[config.mk]
export PLATFORM = sky130hd
export DESIGN_NAME = ddr_bw_seq
export DESIGN_NICKNAME = d
export VERILOG_FILES = /design/src/rtl/ddr_bw_seq.sv
export SDC_FILE = /design/constraint.sdc
export NUM_CORES = 1
export LEC_CHECK = 0
export ABC_CLOCK_PERIOD_IN_PS = 7890
export CORE_MARGIN = 2
export CORE_UTILIZATION = 45
export CTS_CLUSTER_DIAMETER = 40
export DETAILED_ROUTE_END_ITERATION = 7
export HOLD_SLACK_MARGIN = 0.06
export PLACE_DENSITY = 0.86
export SETUP_SLACK_MARGIN = 0.02
export SKIP_CTS_REPAIR_TIMING = 1
export SYNTH_ARGS = -nofsm -noshare
export SYNTH_HDL_FRONTEND = slang
export SYNTH_SLANG_ARGS = --single-unit
[constraint.sdc]
create_clock -name clk -period 7.89 [get_ports clk]
set_input_delay 0.789 -clock clk [delete_from_list [all_inputs] [get_ports clk]]
set_output_delay 0.789 -clock clk [all_outputs]
set_load 0.02 [all_outputs]
[src/rtl/ddr_bw_seq.sv]
// DDR bandwidth sequencer: runs a small program of READ/WRITE burst commands against DDR engines.
// Latency: START to start pulse is 3 cycles (2-flop sync + IDLE); each instruction costs 3 cycles plus burst wait.
// Backpressure: each burst holds in its WAIT state until the engine reports idle; only one burst is in flight.
// Optional LOOP opcode is enabled by defining DDR_BW_SEQ_LOOP_EN; the default build treats opcode 0x03 as illegal.
module ddr_bw_seq #(
    parameter int PMEM_N   = 10,
    parameter int NBURST_W = 16
) (
    input  logic              clk,
    input  logic              rst,
    output logic [PMEM_N-1:0] pmem_addr,
    input  logic [63:0]       pmem_do,
    input  logic [31:0]       DDR_BASEADDR_REG,
    input  logic              START_REG,
    output logic              RSTART_REG,
    output logic [31:0]       RADDR_REG,
    output logic [31:0]       RNBURST_REG,
    input  logic              RIDLE_REG,
    output logic              WSTART_REG,
    output logic [31:0]       WADDR_REG,
    output logic [31:0]       WNBURST_REG,
    input  logic              WIDLE_REG,
    output logic              start,
    output logic              done,
    output logic              err,
    output logic [31:0]       cycles,
    output logic [31:0]       rd_bursts,
    output logic [31:0]       wr_bursts
);

    // pc indexes 64-bit instructions, so it is three bits narrower than the byte address
    localparam int PC_W = PMEM_N - 3;

    localparam logic [7:0] OP_READ  = 8'h01;
    localparam logic [7:0] OP_WRITE = 8'h02;
    localparam logic [7:0] OP_LOOP  = 8'h03;
    localparam logic [7:0] OP_END   = 8'h3F;

    typedef enum logic [3:0] {
        S_IDLE,
        S_PC_RST,
        S_FETCH_WAIT,
        S_FETCH,
        S_DECODE,
        S_RD_ISSUE,
        S_RD_WAIT,
        S_WR_ISSUE,
        S_WR_WAIT,
        S_ERR,
        S_END
    } state_t;

    state_t          state_q;
    logic [1:0]      start_sync_q;
    logic            start_seen;
    logic [PC_W-1:0] pc_q;
    logic [PC_W-1:0] pc_inc_d;
    logic            pc_wrap_q;
    logic [63:0]     instr_q;

    logic            start_q;
    logic            done_q;
    logic            err_q;
    logic            rstart_q;
    logic [31:0]     raddr_q;
    logic [31:0]     rnburst_q;
    logic            wstart_q;
    logic [31:0]     waddr_q;
    logic [31:0]     wnburst_q;
    logic [31:0]     rd_bursts_q;
    logic [31:0]     wr_bursts_q;
    logic [31:0]     cycles_q;
    logic [31:0]     cycles_d;

    // Decoded fields of the latched instruction
    logic [7:0]      op_w;
    logic [31:0]     addr_d;
    logic [31:0]     nburst_d;
    logic            nburst_zero;
    logic            unused_instr_bits;

    assign op_w        = instr_q[63:56];
    assign addr_d      = instr_q[55:24] + DDR_BASEADDR_REG;
    assign nburst_d    = {{(32 - NBURST_W){1'b0}}, instr_q[8 +: NBURST_W]};
    assign nburst_zero = (nburst_d == 32'd0);
    assign pc_inc_d    = pc_q + PC_W'(1);
    assign unused_instr_bits = ^{instr_q[7:0], instr_q[23:8]};

`ifdef DDR_BW_SEQ_LOOP_EN
    // Single loop level: counter holds the remaining extra passes once active
    logic            loop_act_q;
    logic [31:0]     loop_cnt_q;
    logic [31:0]     loop_count_w;
    logic [PC_W-1:0] loop_tgt_w;

    assign loop_count_w = instr_q[55:24];
    assign loop_tgt_w   = PC_W'(instr_q[23:8]);
`endif

    // Cycle counter stops at all-ones instead of wrapping
    assign cycles_d = (&cycles_q) ? cycles_q : (cycles_q + 32'd1);

    // Two-flop synchronizer for the asynchronous START request; flushed by reset
    always_ff @(posedge clk) begin
        if (rst) begin
            start_sync_q <= 2'b00;
        end else begin
            start_sync_q <= {start_sync_q[0], START_REG};
        end
    end

    assign start_seen = start_sync_q[1];

    // Run-cycle measurement: cleared when a run begins, counts while the program is active
    always_ff @(posedge clk) begin
        if (rst) begin
            cycles_q <= 32'd0;
        end else if (state_q == S_PC_RST) begin
            cycles_q <= 32'd0;
        end else if (state_q != S_IDLE && state_q != S_END) begin
            cycles_q <= cycles_d;
        end
    end

    // Sequencer FSM with registered strobes, burst descriptors and status
    always_ff @(posedge clk) begin
        if (rst) begin
            state_q     <= S_IDLE;
            pc_q        <= '0;
            pc_wrap_q   <= 1'b0;
            instr_q     <= 64'd0;
            start_q     <= 1'b0;
            done_q      <= 1'b0;
            err_q       <= 1'b0;
            rstart_q    <= 1'b0;
            raddr_q     <= 32'd0;
            rnburst_q   <= 32'd0;
            wstart_q    <= 1'b0;
            waddr_q     <= 32'd0;
            wnburst_q   <= 32'd0;
            rd_bursts_q <= 32'd0;
            wr_bursts_q <= 32'd0;
`ifdef DDR_BW_SEQ_LOOP_EN
            loop_act_q  <= 1'b0;
            loop_cnt_q  <= 32'd0;
`endif
        end else begin
            // Strobes are single-cycle unless re-armed below
            start_q  <= 1'b0;
            rstart_q <= 1'b0;
            wstart_q <= 1'b0;

            case (state_q)
                S_IDLE: begin
                    if (start_seen) begin
                        start_q <= 1'b1;
                        state_q <= S_PC_RST;
                    end
                end

                S_PC_RST: begin
                    pc_q        <= '0;
                    pc_wrap_q   <= 1'b0;
                    done_q      <= 1'b0;
                    err_q       <= 1'b0;
                    rd_bursts_q <= 32'd0;
                    wr_bursts_q <= 32'd0;
`ifdef DDR_BW_SEQ_LOOP_EN
                    loop_act_q  <= 1'b0;
                    loop_cnt_q  <= 32'd0;
`endif
                    state_q     <= S_FETCH_WAIT;
                end

                // pmem_addr is presented here; a wrapped pc means the program ran off the end
                S_FETCH_WAIT: begin
                    if (pc_wrap_q) begin
                        err_q   <= 1'b1;
                        state_q <= S_ERR;
                    end else begin
                        state_q <= S_FETCH;
                    end
                end

                S_FETCH: begin
                    instr_q <= pmem_do;
                    pc_q    <= pc_inc_d;
                    if (&pc_q) begin
                        pc_wrap_q <= 1'b1;
                    end
                    state_q <= S_DECODE;
                end

                S_DECODE: begin
                    case (op_w)
                        OP_READ: begin
                            if (nburst_zero) begin
                                state_q <= S_FETCH_WAIT;
                            end else begin
                                rstart_q  <= 1'b1;
                                raddr_q   <= addr_d;
                                rnburst_q <= nburst_d;
                                state_q   <= S_RD_ISSUE;
                            end
                        end
                        OP_WRITE: begin
                            if (nburst_zero) begin
                                state_q <= S_FETCH_WAIT;
                            end else begin
                                wstart_q  <= 1'b1;
                                waddr_q   <= addr_d;
                                wnburst_q <= nburst_d;
                                state_q   <= S_WR_ISSUE;
                            end
                        end
`ifdef DDR_BW_SEQ_LOOP_EN
                        OP_LOOP: begin
                            state_q <= S_FETCH_WAIT;
                            if (!loop_act_q) begin
                                if (loop_count_w != 32'd0) begin
                                    loop_cnt_q <= loop_count_w - 32'd1;
                                    loop_act_q <= 1'b1;
                                    pc_q       <= loop_tgt_w;
                                    pc_wrap_q  <= 1'b0;
                                end
                            end else if (loop_cnt_q != 32'd0) begin
                                loop_cnt_q <= loop_cnt_q - 32'd1;
                                pc_q       <= loop_tgt_w;
                                pc_wrap_q  <= 1'b0;
                            end else begin
                                loop_act_q <= 1'b0;
                            end
                        end
`endif
                        OP_END: begin
                            done_q  <= 1'b1;
                            state_q <= S_END;
                        end
                        default: begin
                            err_q   <= 1'b1;
                            state_q <= S_ERR;
                        end
                    endcase
                end

                S_RD_ISSUE: begin
                    rd_bursts_q <= rd_bursts_q + rnburst_q;
                    state_q     <= S_RD_WAIT;
                end

                S_RD_WAIT: begin
                    if (RIDLE_REG) begin
                        state_q <= S_FETCH_WAIT;
                    end
                end

                S_WR_ISSUE: begin
                    wr_bursts_q <= wr_bursts_q + wnburst_q;
                    state_q     <= S_WR_WAIT;
                end

                S_WR_WAIT: begin
                    if (WIDLE_REG) begin
                        state_q <= S_FETCH_WAIT;
                    end
                end

                S_ERR: begin
                    err_q   <= 1'b1;
                    done_q  <= 1'b1;
                    state_q <= S_END;
                end

                S_END: begin
                    done_q <= 1'b1;
                    if (!start_seen) begin
                        state_q <= S_IDLE;
                    end
                end

                default: begin
                    state_q <= S_IDLE;
                end
            endcase
        end
    end

    assign pmem_addr   = {pc_q, 3'b000};
    assign start       = start_q;
    assign done        = done_q;
    assign err         = err_q;
    assign RSTART_REG  = rstart_q;
    assign RADDR_REG   = raddr_q;
    assign RNBURST_REG = rnburst_q;
    assign WSTART_REG  = wstart_q;
    assign WADDR_REG   = waddr_q;
    assign WNBURST_REG = wnburst_q;
    assign cycles      = cycles_q;
    assign rd_bursts   = rd_bursts_q;
    assign wr_bursts   = wr_bursts_q;

endmodule

---- Word-level counts from Yosys, hierarchy flattened ----
Cells that the tools add are included.
cells by class
  add/subtract/negate cells ............... 5
  multipliers ............................. 0
  div/mod/pow operators ................... 0
  order comparisons ....................... 0
  eq/ne operators ......................... 22
  shift operators ......................... 0
  muxes and demuxes ....................... 21
  bitwise logic cells ..................... 6
  reductions and logical operators ........ 24
operators by type and width
  cell                                                                   count
  32-bit case mux with 2 select lines                                    2
  32-bit by 16-bit adder with 32-bit output                              2
  4-bit case mux with 11 select lines                                    1
  32-bit by 1-bit adder with 32-bit output, second input constant        1
  32-bit adder                                                           1
  32-bit zero test                                                       1
  32-bit AND reduction                                                   1
  4-bit 2-to-1 mux                                                       5
  4-bit by 3-bit equality test with 1-bit output, second input constant  4
  2-bit inequality test, second input constant                           7
  7-bit case mux with 2 select lines                                     1
  4-bit equality test, second input constant                             3
  4-bit case mux with 3 select lines                                     1
  3-bit AND reduction                                                    3
  3-bit OR reduction                                                     3
  4-bit by 2-bit equality test with 1-bit output, second input constant  2
  8-bit by 1-bit equality test with 1-bit output, second input constant  1
  8-bit by 2-bit equality test with 1-bit output, second input constant  1
  8-bit by 6-bit equality test with 1-bit output, second input constant  1
  4-bit nonzero test                                                     2
  7-bit by 1-bit adder with 7-bit output, second input constant          1
  7-bit AND reduction                                                    1
  1-bit 2-to-1 mux                                                       6
  3-bit 2-to-1 mux                                                       2
  14 further kinds                                                       25
storage, ports and cells
  flip-flop bits (word level) ............. 275
  bits in latches ......................... 0
  memory bits (writable) .................. 0
  memory bits (read-only) ................. 0
  output and inout port bits .............. 239
  word-level logic and storage cells ...... 95
  memories kept ........................... 0

---- Logic depth before layout (Yosys ltp) ----
Gate-level depths: netlist (run 1).
  depth after elaboration ................. 4
  gate-level depth with buffers ........... 11
  mapped depth without buffers ............ 11

---- Worst setup path before layout (run 1) ----
OpenSTA, ideal clock, no wires.
  path kind ............................... input to register
  from .................................... in DDR_BASEADDR_REG[0]
  to ...................................... reg waddr_q[30] (netlist: WADDR_REG[30])
  setup time .............................. 0.134 ns
  arrival time ............................ 3.169 ns
  data required time ...................... 7.756 ns
  slack ................................... 4.587 ns
  cell stages on the path ................. 10
  path buffers ............................ 0
  cells stage by stage .................... ha_1 > fa_1 > a21oi_1 > o211ai_1 > nor3b_1 > o21ai_0 > nand2_1 > a311oi_2 > nor3_1 > or4_1
between the ends
  cells in the longest elaborated chain, start to end .. 1
ends and longest elaborated chain
  element               RTL line  source
  start, declared       13        input logic [31:0] DDR_BASEADDR_REG,
  32-bit adder          83        assign addr_d = instr_q[55:24] + DDR_BASEADDR_REG;
  end signal, assigned  211       waddr_q <= addr_d;
  end, declared         68        logic [31:0] waddr_q;
No other way between the ends.
A chain may end at the register's enable or synchronous reset.

---- Worst setup path in the final report (run 1) ----
Same ends and word-level chain as after synthesis.

==> results of run 1 <==
[critical path, cell delays in order]
cell and delay, ns:
clkdlybuf4s50_1 0.43, ha_1 0.26, fa_1 0.42, a21oi_1 0.24
o211ai_1 0.14, nor3b_1 0.21, o21ai_0 0.31, nand2_1 0.16
a311oi_2 0.59, nor3_1 0.10, or4_1 0.51
[state kept, by name, indices dropped and copies added (netlist names), 2 cells and up]
register      flops
WADDR_REG        32
cycles           32
rd_bursts        32
RNBURST_REG      16
instr_q          56
pc_q              7
state_q           4
WNBURST_REG      16
start_sync_q      2
wr_bursts        32
RADDR_REG        32
[cells in the final DEF, fill, tap and decap left out, types with 19 or more instances in the layout]
master,Yosys,final
clkdlybuf4s50_1,0,295
nand2_1,371,368
a21oi_1,215,215
xor2_1,34,34
o211ai_1,19,19
a21o_1,30,30
o21ai_0,54,54
dfxtp_1,267,267
nor2_1,122,122
and3_1,20,20
nand4_1,26,26
ha_1,65,65
or3_1,24,24
nor3_1,41,40
xnor2_1,41,41
nor2b_1,19,19
nand3_1,42,42
clkbuf_16,0,41
inv_1,33,33
conb_1,1,35
[metrics by stage]
step / power (uW) / utilization (%) / hold WS [ns]
3_3_place_gp: 1960 / 55.6 / 0.432
5_1_grt: 3910 / 60.2 / 0.465
6_report: 3770 / 60.2 / 0.432
4_1_cts: 3790 / 60.1 / 0.434
2_1_floorplan: 1800 / - / 0.414
3_5_place_dp: 1970 / 55.6 / 0.425
[logic make-up after synthesis]
family / synth area share (%)
flops: 38.3
other cells: 0.0269
simple gates: 24.1
mux: 0.816
buf+inv: 5.28
fa+ha+maj: 6.26
xor+xnor: 4.71
compound gates: 20.5
[report_power, final]
| part | internal, uW | switching (uW) | total [uW] |
|---|---|---|---|
| combinational | 179 | 354 | 533 |
| clock | 1150 | 665 | 1810 |
| sequential | 1380 | 41.6 | 1430 |
| total | 2710 | 1060 | 3770 |
[final cells by class]
class	count	area share [%]
Clock buffer	51	6.11
Clock inverter	24	1.44
Sequential cell	267	29.0
Tap cell	396	2.69
Antenna cell	2	0.0272
Timing Repair Buffer	306	16.5
Inverter	33	0.673
Multi-Input combinational cell	1386	43.5
[layer usage]
metal / up-vias / share of wire (%)
met1: 6627 / 40
li1: 6761 / -
met4: 2 / 4.5
met3: 130 / 8.7
met5: - / 0.028
met2: 640 / 47
[how the worst max path moves through the flow]
stage                                    from       endpoint  slack (ns)  depth (start not counted)
after global routing      DDR_BASEADDR_REG[0]  WADDR_REG[30]        3.91                         11
final                     DDR_BASEADDR_REG[0]  WADDR_REG[30]        4.12                         11
after floorplan           DDR_BASEADDR_REG[0]  WADDR_REG[30]        4.59                         10
after global placement    DDR_BASEADDR_REG[0]  WADDR_REG[30]        3.67                         11
after CTS                 DDR_BASEADDR_REG[0]  WADDR_REG[30]        4.15                         11
after detailed placement  DDR_BASEADDR_REG[0]  WADDR_REG[30]        3.63                         11
==> summary.md, run 1 <==
Synthesis
- dfxtp_1, nand2_1, a21oi_1, ha_1, nor2_1 — cell types occupying the most area after synthesis
- nand2_1 — most frequently used cell type in the post-synthesis netlist
- 0 — EDFF count, synth
- dfxtp_1 — cell taking the most area after synthesis
- 267 — Synth Register Bits
- dfxtp_1 — predominant post-synthesis flop cell
- 0% — Async SR Flop Fraction
- 0.0139 sq mm — Mapped Area
- nand2_1, dfxtp_1, a21oi_1 — most instantiated cells after synthesis
- 7.84 sq um — mean instance size in the synthesized netlist
- 0 — Synthesis Warnings
- 74 — number of different library cells in the post-synthesis netlist
- 38.3% — sequential cell area fraction in the yosys report
- 38.3% — fraction of post-synthesis cell area in the top cell type by area
- 1780 — synthesized instance count

Finish
- 0.00535 sq mm — sequential cell area
- 5.52% — layout cells sized above 1
- 2612 — count of fill cells added during filler insertion
- 0.00801 sq mm — area of the multi-input gates
- 31.9% — area growth from synthesis to layout
- 2465 — final instance count without filler cells
- 0.0184 sq mm — final design area excluding fillers
- 2204 — Final nets

Setup path
- 8.28 ns — required time of the worst setup path
- wr_bursts[22] — endpoint of the worst-slack reg-to-reg timing path
- 8 — worst-path fanout max
- flip-flop — kind of capture point of the worst setup path
- state_q[0] — Reg2Reg Launch Point
- 4.24 ns — register-to-register path setup slack
- in -> reg — category of the critical setup timing path
- input pin — category of the worst setup path launch point
- 8 — count of cells along the worst register-to-register path
- 4.16 ns — worst endpoint data arrival time

STA
- 4.12 ns — final setup slack of the worst path
- 47.8% — crit share post-route
- 23.1% — Slew Limit Headroom
- no — setup repair after global routing missed its margin
- 0 — total of endpoints with negative setup slack in the final report
- 1.14 ns — slew at the pin closest to its max-slew limit
- 265 MHz — maximum operating frequency
- 0.0194 ns — Fin Clk Skew
- 0 — Final Max Slew Viols
- 0 — final hold vios
- 0 ns — Post-Route Setup TNS
- 3.77 ns — crit path time final

Placement
- 0.912 — GP Congestion
- 30.8 mm — Final HPWL DP
- 296 — Port Buf Inserts
- 0.0170 sq mm — dpl cell area
- 3.63 ns — pre-CTS setup slack
- 2387 — placed cell count

Job
- 0 — Maximum Capacitance Violations

Global routing
- 0 — global-route congestion overflow total
- 6.16% — met3 track utilization from global routing
- 3 — number of antenna violations at the first check in global routing
- 31.1% — met1 global-route usage
- 43.8% — M2 GR Usage
- 25.7% — Global Route Usage Sum
- met2 — Most Crowded Layer GR
- 69.9 mm — first-pass GRT wire length
- 13600 — number of global-route vias before repair
- 87 — maximum number of pins on one net before global-route repair

Die
- 45.6% — initial core utilization
- 180 microns — vertical die dimension
- 180 microns — die boundary width
- 0.0306 sq mm — Core Box Area
- 64 — number of rows created at floorplan
- 0.0324 sq mm — die area
- 340 — IO Pins

Min path
- 1 — Hold Crit Depth
- start_sync_q[1] — hold-critical path endpoint
- reg -> reg — classification of the worst-slack hold path
- start_sync_q[0] — Hold Startpoint

Routing
- 43.5 mm — final wirelength
- 17.6 microns — final routed wire length divided by cell count
- 6 — First-pass DRT Iterations
- 854 — DR iter-0 viols
- 5.74 — via density per instance
- 14200 — vias post-DR
- 0 — number of antenna-violating nets in the routed design
- 0 — post-route DRC violation count

Clocking
- 41 — number of buffers added by the clock tree synthesis step
- 0.05 ns — clock transition at the register clock pins on the worst setup and hold paths after CTS
- 267 — sinks on the clock net
- clkbuf_16 — cell chosen for the clock root
- 3 — maximum buffer depth of the clock tree
- done — clock tree from TritonCTS
- 2 — deepest level of the CTS H-tree
- 0.53 ns — Clock Latency Late Sink

Run status
- complete, no violations — outcome

Power
- 0.00693 uW — Leakage Power
- 0.170 mV — Max IR drop VDD
- 205 mW/mm^2 — power density of the placed cells

(Power assumes the default switching activity.)
==> inputs of run 2 (changes only) <==
--- a/config.mk
+++ b/config.mk
@@ -5,7 +5,7 @@
 export SDC_FILE = /design/constraint.sdc
 export NUM_CORES = 1
 export LEC_CHECK = 0
-export ABC_CLOCK_PERIOD_IN_PS = 7890
+export ABC_CLOCK_PERIOD_IN_PS = 3500
 export CORE_MARGIN = 2
 export CORE_UTILIZATION = 45
 export CTS_CLUSTER_DIAMETER = 40
==> constraint.sdc (replaced) <==
create_clock -name clk -period 3.5 [get_ports clk]
set_input_delay 0.35 -clock clk [delete_from_list [all_inputs] [get_ports clk]]
set_output_delay 0.35 -clock clk [all_outputs]
set_load 0.02 [all_outputs]
==> run 2 against run 1 <==
- critical path depth stayed put
- total power is 130% higher
- wire length is 0.86% higher
- utilization is 1.0 points higher
- final area is 1.7% higher
- non-clock buffer count is 35 higher
- clock power is 130% higher
- hold slack worse by 0.19 ns
- first-iteration DRC count is 4.6% higher
- global-route usage hardly changed
- critical path type is now reg -> reg
- critical endpoint unchanged
- highest routed layer unchanged
==> summary.md, run 2 (synthesis results as in run 1) <==
Clocking
- 267 — sinks on the clock net, unchanged
- 42 — number of buffers added by the clock tree synthesis step, was 41
- 0.06 ns — clock transition at the register clock pins on the worst setup and hold paths after CTS, was 0.05 ns
- clkbuf_16 — cell chosen for the clock root, unchanged
- 3 — maximum buffer depth of the clock tree, unchanged
- 2 — deepest level of the CTS H-tree, unchanged
- 0.53 ns — Clock Latency Late Sink, about the same
- done — clock tree from TritonCTS, unchanged

Finish
- 34.2% — area growth from synthesis to layout, was 31.9%
- nand2_1, clkdlybuf4s50_1, dfxtp_1 — most frequent cells in the layout, unchanged
- 7.28% — layout cells sized above 1, was 5.52%
- nand2_1 — most common library cell in the layout ignoring fill and taps, unchanged
- 56 — max FFs per register, unchanged
- instr_q — register ranked first by flip-flop count, unchanged
- 2240 — Final nets, was 2204
- 2501 — final instance count without filler cells, was 2465
- 0.0187 sq mm — final design area excluding fillers, was 0.0184 sq mm

Routing
- met5 — Top Layer Used, unchanged
- 17.7 mm — sum of routed wire segments on met1, was 17.4 mm
- 3.55 mm — wire length on met3, was 3.80 mm
- 0 — number of antenna-violating nets in the routed design, unchanged
- 43.8 mm — final wirelength, was 43.5 mm
- 14300 — vias post-DR, was 14200
- 893 — DR iter-0 viols, was 854
- 5 — First-pass DRT Iterations, was 6
- 17.5 microns — final routed wire length divided by cell count, was 17.6 microns
- 5.71 — via density per instance, was 5.74
- 20.6 mm — length of routed met2 wiring, was 20.3 mm
- 0 — post-route DRC violation count, unchanged

Power
- 2500 uW — power spent charging and discharging nets, was 1060 uW
- 29.1% — switch share, was 28.1%
- 460 mW/mm^2 — power density of the placed cells, was 205 mW/mm^2
- 48.0% — clock share of power, was 48.1%
- 0.307 mV — Max IR drop VDD, was 0.170 mV
- 14.7% — fraction of power consumed by combinational cells, was 14.1%
- 37.3% — share of total power in sequential cells, was 37.8%
- 6100 uW — Power Internal, was 2710 uW
- 8610 uW — post-layout total power, was 3770 uW
- 0.00710 uW — Leakage Power, was 0.00693 uW

Global routing
- 69.7 mm — first-pass GRT wire length, was 69.9 mm
- 25.8% — Global Route Usage Sum, was 25.7%
- 13600 — number of global-route vias before repair, about the same
- 0 — global-route congestion overflow total, unchanged
- 68 — maximum number of pins on one net before global-route repair, was 87
- 4 — number of antenna violations at the first check in global routing, was 3

STA
- 3.16 ns — crit path time final
- 1.05 ns — slew at the pin closest to its max-slew limit, was 1.14 ns
- 0 — Final Max Slew Viols, unchanged
- 0.0209 ns — Fin Clk Skew, was 0.0194 ns
- no — setup repair after global routing missed its margin, unchanged
- 0 — total of endpoints with negative setup slack in the final report, unchanged
- 90.3% — crit share post-route
- 30.0% — Slew Limit Headroom, was 23.1%
- 316 MHz — maximum operating frequency
- 0 — final hold vios, unchanged
- 0.339 ns — final setup slack of the worst path, was 4.12 ns

Setup path
- 3 — worst-path fanout max, was 8
- flip-flop — kind of capture point of the worst setup path, unchanged
- flip-flop — category of the worst setup path launch point, was input pin
- ha_1 -> fa_1 -> a21oi_1 -> o211ai_1 -> nor3b_1 -> o21ai_0 -> nand2_1 -> a311oi_2 -> buf_4 -> o2111a_1 -> or4_1 — cell-by-cell trace of the critical path, was clkdlybuf4s50_1 -> ha_1 -> fa_1 -> a21oi_1 -> o211ai_1 -> nor3b_1 -> o21ai_0 -> nand2_1 -> a311oi_2 -> nor3_1 -> or4_1
- 3.89 ns — required time of the worst setup path, was 8.28 ns
- 3.55 ns — worst endpoint data arrival time, was 4.16 ns
- or4_1 — cell with the largest stage delay on the worst path, was a311oi_2
- reg -> reg — category of the critical setup timing path, was in -> reg
- 0.50 ns — crit-path max cell delay, was 0.59 ns

Die
- 180 microns — vertical die dimension, unchanged
- 64 — number of rows created at floorplan, unchanged
- 340 — IO Pins, unchanged
- 0.0306 sq mm — Core Box Area, unchanged
- 45.6% — initial core utilization, unchanged
- 180 microns — die boundary width, unchanged
- 0.0324 sq mm — die area, unchanged

Placement
- 0.0173 sq mm — dpl cell area, was 0.0170 sq mm
- 0.899 — GP Congestion, was 0.912
- 31.6 mm — Final HPWL DP, was 30.8 mm
- -0.0746 ns — pre-CTS setup slack, was 3.63 ns
- 296 — Port Buf Inserts, unchanged
- 2423 — placed cell count, was 2387

Job
- 0 — Maximum Capacitance Violations, unchanged

Run status
- complete, no violations — outcome, unchanged

Min path
- in -> reg — classification of the worst-slack hold path, was reg -> reg

[run 2: cell types whose count changed in the layout (fill, tap and decap cells not counted)]
cell	before	now
buf_4	9	43
inv_6	3	11
clkinv_2	11	5
clkbuf_1	4	1
clkbuf_8	6	3
clkinv_4	1	4
buf_12	0	2
clkinvlp_4	3	5
buf_2	1	0
bufinv_16	4	3
clkbuf_16	41	42
[run 2: worst paths after layout]
path	to	cells after the start	start	slack [ns]
max	WADDR_REG[30]	11	instr_q[24]	0.34
min	rd_bursts[0]	2	rst	0.24
max reg2reg	WADDR_REG[30]	11	instr_q[24]	0.34
min reg2reg	start_sync_q[1]	1	start_sync_q[0]	0.45
[run 2: per-layer routing]
metal,up-vias,global-route usage [%]
li1,6844,-
met1,6650,31.4
met2,637,43.1
met3,138,5.54
met4,2,12.8
met5,-,0
[run 2: worst max-delay path, delay by kind of cell, from the launching register on]
| family | cells | cell delay (ns) |
|---|---|---|
| simple gates | 3 | 1.14 |
| compound gates | 5 | 0.97 |
| fa+ha+maj | 2 | 0.41 |
| buf+inv | 1 | 0.18 |
| flops | 1 | 0.32 |
[run 2: power by group through the flow]
stage / clock network [uW] / logic (uW) / registers (uW)
floorplan: 0 / 813 / 3250
global placement: 0 / 1210 / 3270
detailed placement: 0 / 1230 / 3270
CTS: 4200 / 1250 / 3210
global route: 4330 / 1380 / 3220
finish: 4130 / 1270 / 3210
[run 2: through the flow]
step	TNS, ns	utilization [%]	hold WS [ns]
final	0	61.2	0.241
after global routing	0	61.2	0.266
after CTS	0	61.2	0.237
after detailed placement	-0.125	56.6	0.427
after global placement	-0.0827	56.6	0.428
after floorplan	0	-	0.414
[run 2: cell type report]
cell class / instances / area (sq um)
clock buffers: 46 / 1100
diodes: 2 / 5.00
multi-input cells: 1386 / 8010
well taps: 396 / 495
flip-flops and latches: 267 / 5350
repair buffers: 341 / 3330
fillers: 2589 / 11900
clock inverters: 30 / 317
inverters: 33 / 124
